===== config.mk =====
export PLATFORM = sky130hd
export DESIGN_NAME = reg_file_sb
export DESIGN_NICKNAME = d
export VERILOG_FILES = /design/src/rtl/reg_file_sb_pkg.sv /design/src/rtl/reg_pending_cnt.sv /design/src/rtl/reg_file_sb.sv
export SDC_FILE = /design/constraint.sdc
export NUM_CORES = 2
export LEC_CHECK = 0
export ABC_AREA = 1
export CAP_MARGIN = 0
export CORE_MARGIN = 2
export CORE_UTILIZATION = 40
export CTS_CLUSTER_DIAMETER = 150
export DETAILED_ROUTE_END_ITERATION = 8
export HOLD_SLACK_MARGIN = 0.03
export SLEW_MARGIN = 20
export SYNTH_ARGS = -nofsm -noshare
export SYNTH_HDL_FRONTEND = slang
export SYNTH_SLANG_ARGS = --single-unit

===== constraint.sdc =====
create_clock -name clk -period 2.2 [get_ports clk]
set_input_delay 0.22 -clock clk [delete_from_list [all_inputs] [get_ports clk]]
set_output_delay 0.22 -clock clk [all_outputs]
set_load 0.005 [all_outputs]

===== src/rtl/reg_file_sb_pkg.sv =====
// reg_file_sb_pkg: shared defaults for the register file with scoreboard
package reg_file_sb_pkg;
    localparam int PC_IDX       = 15;
    localparam int DATA_W_DEF   = 32;
    localparam int ADDR_W_DEF   = 4;
    localparam int NUM_REGS_DEF = PC_IDX;
    localparam int NUM_RD_DEF   = 3;
    localparam int CNT_W_DEF    = 2;
endpackage


===== src/rtl/reg_pending_cnt.sv =====
// reg_pending_cnt: saturating/flooring up-down pending-write counter
module reg_pending_cnt
    import reg_file_sb_pkg::*;
#(
    parameter int CNT_W = CNT_W_DEF
) (
    input  logic             clk,
    input  logic             rst,
    input  logic             clr,
    input  logic             inc,
    input  logic             dec,
    output logic [CNT_W-1:0] cnt
);
    logic [CNT_W-1:0] cnt_q, cnt_d;
    always_comb begin
        cnt_d = clr ? '0 :
                (inc && !dec && cnt_q != '1) ? cnt_q + 1'b1 :
                (dec && !inc && cnt_q != '0) ? cnt_q - 1'b1 : cnt_q;
    end
    always_ff @(posedge clk) begin
        if (rst) cnt_q <= '0;
        else cnt_q <= cnt_d;
    end
    assign cnt = cnt_q;
endmodule


===== src/rtl/reg_file_sb.sv =====
// reg_file_sb: multi-port register file with write-back bypass and
// per-register pending-write scoreboard
module reg_file_sb
    import reg_file_sb_pkg::*;
#(
    parameter int DATA_W   = DATA_W_DEF,
    parameter int ADDR_W   = ADDR_W_DEF,
    parameter int NUM_REGS = NUM_REGS_DEF,
    parameter int NUM_RD   = NUM_RD_DEF,
    parameter int CNT_W    = CNT_W_DEF
) (
    input  logic                     clk,
    input  logic                     rst,
    input  logic [NUM_RD*ADDR_W-1:0] src,
    output logic [NUM_RD*DATA_W-1:0] rdata,
    output logic [NUM_RD-1:0]        rd_busy,
    input  logic                     write_back_en,
    input  logic [ADDR_W-1:0]        WB_dest,
    input  logic [DATA_W-1:0]        WB_result,
    input  logic                     issue_en,
    input  logic [ADDR_W-1:0]        issue_dest,
    input  logic                     flush,
    output logic                     issue_stall
);
    localparam logic [ADDR_W:0] NREGS = (ADDR_W+1)'(NUM_REGS);
    logic [DATA_W-1:0] regs_q [NUM_REGS];
    logic [DATA_W-1:0] regs_d [NUM_REGS];
    logic [CNT_W-1:0]  cnt    [NUM_REGS];
    logic              wb_valid, issue_valid;
    assign wb_valid    = write_back_en && ({1'b0, WB_dest} < NREGS);
    assign issue_valid = issue_en && ({1'b0, issue_dest} < NREGS);
    // A same-cycle write-back frees a slot, so a full counter does not stall then
    assign issue_stall = issue_valid && cnt[issue_dest] == '1 &&
                         !(wb_valid && WB_dest == issue_dest);
    always_comb begin
        regs_d = regs_q;
        if (wb_valid) regs_d[WB_dest] = WB_result;
    end
    always_ff @(posedge clk) begin
        if (rst) begin
            for (int i = 0; i < NUM_REGS; i++) regs_q[i] <= DATA_W'(i);
        end else begin
            regs_q <= regs_d;
        end
    end
    for (genvar r = 0; r < NUM_REGS; r++) begin : g_cnt
        reg_pending_cnt #(.CNT_W(CNT_W)) u_cnt (
            .clk (clk),
            .rst (rst),
            .clr (flush),
            .inc (issue_en && !issue_stall && issue_dest == ADDR_W'(r)),
            .dec (write_back_en && WB_dest == ADDR_W'(r)),
            .cnt (cnt[r])
        );
    end
    for (genvar k = 0; k < NUM_RD; k++) begin : g_rd
        logic [ADDR_W-1:0] s;
        logic              v, byp;
        assign s   = src[k*ADDR_W +: ADDR_W];
        assign v   = {1'b0, s} < NREGS;
        assign byp = wb_valid && WB_dest == s;
        assign rdata[k*DATA_W +: DATA_W] = !v ? '0 : byp ? WB_result : regs_q[s];
        // Last outstanding write landing this cycle is covered by the bypass
        assign rd_busy[k] = v && cnt[s] != '0 && !(byp && cnt[s] == CNT_W'(1));
    end
endmodule


**Word level (Yosys, flattened, before mapping)**

Cells that the tools add are included.

- Muxes and demuxes: 60
- $lt $le $gt $ge: 11
- Equality and inequality tests: 51
- Reduce and logical (&&, ||, !) cells: 180
- Add/sub/neg operators: 30
- Bitwise gates (word level): 5

Operators by type and width:

| cell | number |
|---|---|
| $bwmux W480 | 1 |
| $mux W32 | 13 |
| $bmux W32 S4 | 3 |
| $demux W32 S4 | 1 |
| $logic_and A1 B1 Y1 | 109 |
| $mux W2 | 38 |
| $reduce_bool A2 Y1 | 33 |
| $eq A4 B4 Y1 const B | 14 |
| $logic_not A1 Y1 | 35 |
| $bmux W2 S4 | 4 |
| $eq A4 B3 Y1 const B | 8 |
| $add A2 B1 Y2 const B | 15 |
| $ne A2 B2 Y1 const B | 15 |
| $sub A2 B1 Y2 const B | 15 |
| $ge A5 B5 Y1 const B | 5 |
| $not A4 Y5 | 5 |
| $lt A4 B4 Y1 const B | 5 |
| $eq A4 B2 Y1 const B | 4 |
| $eq A4 B4 Y1 | 4 |
| $eq A4 B1 Y1 const B | 2 |
| $logic_not A4 Y1 | 2 |
| $eq A2 B1 Y1 const B | 3 |
| $lt A5 B1 Y1 const B | 1 |
| $eq A2 B2 Y1 const B | 1 |
| $reduce_or A2 Y1 | 1 |

- Logic and storage cells: 367
- Input port bits: 57
- Output and inout bits: 100
- Flip-flop bits (word level): 510

**Depth between registers and ports, before layout**

- Depth after elaboration: 15
- Depth in mapped cells: 17
- Mapped depth without buffers: 16

**Modules after synthesis**

A second synthesis with hierarchy kept.

- Cells, all modules: 5615
- Area, all modules: 33235.6 sq um

Modules (own cells, without submodules):

| module | seq. area each (sq um) | area an instance (sq um) | instances | cells each |
|---|---|---|---|---|
| reg_file_sb | 9609.2 | 31396.4 | 1 | 5315 |
| reg_pending_cnt | 40.0 | 122.6 | 15 | 20 |

**Worst setup path after synthesis**

OpenSTA, ideal clock, no wires.

- Path type: input port to output port
- Start: in src[9]
- End: out rdata[66]
- Setup slack: 490 ps
- Arrival time: 1490 ps
- Required time: 1980 ps
- Buffers on the path: 3
- Stages: 7
- Path through: buf_2 -> clkbuf_1 -> clkbuf_1 -> o21ai_0 -> o21ai_0 -> o221ai_1 -> a41oi_1

- Cells in the longest elaborated chain, start to end: 6
- Elaborated cells on any way between the ends: 9
- Those cells by class: order compare: 1; eq/ne: 1; mux: 5; bitwise: 1; reduce/logical: 1

RTL lines:

| what | RTL line | source |
|---|---|---|
| from (decl) | reg_file_sb.sv:14 | `input logic [NUM_RD*ADDR_W-1:0] src,` |
| $not A4 Y5 (not written as such) | reg_file_sb.sv:62 | `assign rdata[k*DATA_W +: DATA_W] = !v ? '0 : byp ? WB_result : regs_q[s];` |
| $bmux W32 S4 | reg_file_sb.sv:62 |  |
| $mux W32 (not written as such) (2 in series) | reg_file_sb.sv:62 |  |
| $mux W32 | reg_file_sb.sv:62 |  |
| $mux W32 * | reg_file_sb.sv:62 |  |
| to (decl) | reg_file_sb.sv:15 | `output logic [NUM_RD*DATA_W-1:0] rdata,` |

Every way passes the cells marked *; elsewhere a longest branch is shown, timed or not. The select of a mux whose other input is x is not followed.

**Worst setup path in the final report**

- Start: reg regs_q[448] in the netlist's numbering
- End: out rdata[64]

- Cells in the longest elaborated chain, start to end: 5

RTL lines:

| what | RTL line | source |
|---|---|---|
| from (decl) | reg_file_sb.sv:26 | `logic [DATA_W-1:0] regs_q [NUM_REGS];` |
| from (signal assigned) | reg_file_sb.sv:43 | `regs_q <= regs_d;` |
| $bmux W32 S4 | reg_file_sb.sv:62 |  |
| $mux W32 (not written as such) (2 in series) | reg_file_sb.sv:62 |  |
| $mux W32 (2 in series) | reg_file_sb.sv:62 |  |

Every way passes these cells. The select of a mux whose other input is x is not followed.

==> flow_summary.yaml <==
logic_synthesis:
  ys_warn_count: 0
  synth_top_area_share: 0.326
  syn_avg_cell_area_um2: 6.49
  seq_area_frac_synth: 0.326
  ys_ff_latch: 510
  yosys.area.top_type: "dfxtp_1"
  synth_cell_type_count: 34
  synthesis.area_um2: 31300
  synth_nets: 4883
  synth.area.top_cells: "dfxtp_1 (33%), o21ai_0 (17%), a21oi_1 (12%)"
  synth_cells: 4826
timing:
  whs_ns: 0.442
  drv_slew: 0
  finalSetupViolCount: 8
  timing.fmax_mhz: 437
  skew_ns: 0.0118
  grt_setup_unrepaired: "true"
  period_share: 1.04
  relSlewSlack: 0.568
  layout_min_cycle_time_ns: 2.29
  hold_violations: 0
  worstMarginPinSlew_ns: 0.645
  setup_tns_ns: -0.374
  fin_ws_ns: -0.0877
route:
  drc: 0
  ant_nets: 0
  drtIter0Drc: 5769
  wirelength_um: 166000
  vias_per_cell: 6.44
  routedWlPerCell_um: 27.1
  vias: 39500
  drt_pass1_iterations: 6
pwr:
  p_sw_mw: 7.72
  internal-power_mw: 16.9
  p_sw_frac: 0.314
  max-vdd-ir-drop_mv: 0.592
  pwr-share-comb: 0.212
  pwr-share-seq: 0.387
  clkPwrFrac: 0.401
  p_leak_nw: 15.0
  powerDensity_nw_per_um2: 599
place:
  gp_routability_congestion: 0.993
  detailed_place_hpwl_um: 113000
  io_buffers: 156
  place_area_um2: 37600
  pre_cts_ws_ns: -0.718
floorplanning:
  num_io_pins: 157
  die-area_um2: 80600
  start_util: 0.404
  row_count: 102
  design.core.area_um2: 77500
  die_x_um: 284
  fp.dieH_um: 284
final_layout:
  finalInstanceArea_um2: 41100
  final_util: 0.531
  finalNetCount: 5103
  layout-drive-gt1-share: 0.230
  area_growth_pct: 31.3
global_routing:
  gr-usage-all-layers: 0.394
  grt_pass1_wl_um: 241000
  grt_max_degree: 83
  grt_pass1_vias: 35700
  overflow: 0
  antenna_found_initial: 5
worst_setup_path:
  arrival_ns: 2.07
  endpoint_kind: "output pin"
  timing.rr.end: "g_cnt[9].u_cnt.cnt[0]$_SDFFE_PP0P_"
  rr_startpoint: "g_cnt[5].u_cnt.cnt[0]$_SDFFE_PP0P_"
  ff2ff_path_depth: 15
  critical_path_class: "flop to output pin"
  reg2reg_slack_ns: 0.29
  cp.required_ns: 1.98
  cp_max_fo: 4
  crit_path_start_kind: "flop"
cts:
  postCtsHoldBufs: 0
  numCtsBuffers: 57
  clockBufferDepth: 3
  cts_root_buf: "clkbuf_16"
  clk_latency_ns: 0.64
  cts_tree: "yes"
  cts_sinks: 510
  clkTransAtPathRegs_ns: 0.06
  htreeDepth: 2
job:
  cap_violations: 0
min_path:
  min_path_type: "primary input to flop"
  whs_path_depth: 7
  hp-start: "issue_dest[0]"
  min_delay_worst_endpoint: "g_cnt[7].u_cnt.cnt[1]$_SDFFE_PP0P_"
run_status:
  status: "finished, violations left"
  violations: "negative setup slack"
-- through the flow --
| stage | std cells | total power, mW |
|---|---|---|
| global placement | 6008 | 14.5 |
| floorplan | 4826 | 11.9 |
| global route | 6125 | 25.2 |
| finish | 6128 | 24.6 |
| detailed placement | 6008 | 14.5 |
| CTS | 6118 | 24.2 |
-- power by group through the flow --
stage                     clock network, mW  logic [mW]  registers, mW
after CTS                              9.88        4.84           9.53
final                                  9.88        5.21           9.54
after global placement                    0        4.78           9.73
after detailed placement                  0        4.79           9.73
after floorplan                           0        2.21           9.70
after global routing                   10.2        5.41           9.56
-- cells in the final DEF, fill, tap and decap left out, types with 130 or more instances in the layout --
master	count
a21oi_1	688
buf_4	357
o21ai_0	894
inv_1	284
o21ai_1	155
dfxtp_1	470
o2111ai_1	153
buf_12	130
nor2_1	375
nand2_1	547
-- cell usage after synthesis --
cell       instances
nor2_4             1
or2_2              6
a41oi_1           89
o2111ai_1        183
inv_1            360
nand3_2           14
xor2_1             3
buf_6              4
xor2_2             1
o21ai_1            1
nor2_2             5
nand4_1           24
clkinv_1          18
nor2_8             1
buf_2             33
o221ai_1         115
buf_8              1
nand2_1          568
nand2_2            2
nand3_4            1
nor2_1           385
inv_2              5
a21oi_1          742
a22oi_1            1
nand3_1          164
buf_4              1
xnor2_1            6
o21a_1             4
clkbuf_1         411
a31oi_1            1
buf_1             63
o21ai_0         1071
o211ai_1          32
dfxtp_1          510
-- logic make-up after synthesis --
kind of cell	count (synthesis)	share of synthesized area
and+or+nand+nor	1171	0.154
DFF	510	0.326
buffers and inverters	896	0.110
xor gates and xnor gates	10	0.00304
AOI/OAI and AO/OA	2239	0.407
-- how the worst max path moves through the flow --
stage	from	slack, ns	to
after global routing	regs_q[311]$_SDFFE_PP0P_	-0.12	rdata[55]
final	regs_q[448]$_SDFFE_PP0P_	-0.09	rdata[64]
after CTS	regs_q[308]$_SDFFE_PP0P_	-0.07	rdata[84]
after detailed placement	WB_dest[0]	-0.72	rdata[57]
after floorplan	src[9]	0.49	rdata[66]
after global placement	WB_dest[0]	-0.76	rdata[57]
-- state kept, by name (all words and copies together), names as in the netlist --
signal,count
regs_q,480
g_cnt.u_cnt.cnt,30
-- critical path, cell delays in order, from the launching register on --
cell      delay [ns]
dfxtp_1         0.34
o21ai_1         0.14
a21oi_1         0.05
o211ai_1        0.52
a41oi_1         0.20
buf_2           0.19
-- cell type report --
class	instances	area, µm²
Fill cell	7559	36300
Multi-Input combinational cell	3420	19400
Sequential cell	510	10300
Timing Repair Buffer	674	6890
Clock buffer	84	1680
Inverter	383	1470
Tap cell	1040	1300
Clock inverter	13	169
Antenna cell	4	10.0
-- routing by layer --
| layer | vias to the layer above | GRT usage | part of all wire |
|---|---|---|---|
| li1 | 17500 | - | - |
| met1 | 18300 | 0.498 | 0.37 |
| met2 | 2943 | 0.576 | 0.41 |
| met3 | 718 | 0.106 | 0.13 |
| met4 | 2 | 0.283 | 0.081 |
| met5 | - | 0 | 0.00032 |
-- what timing repair did --
action / CTS / global route
hold endpoints to repair: 0 / 0
endpoints found under the setup margin: 100 / 98
resized for setup: 630 / 377
setup buffers: 10 / 7
gates cloned: 6 / 2
pin swaps: 110 / 188
(Power assumes the default switching activity.)
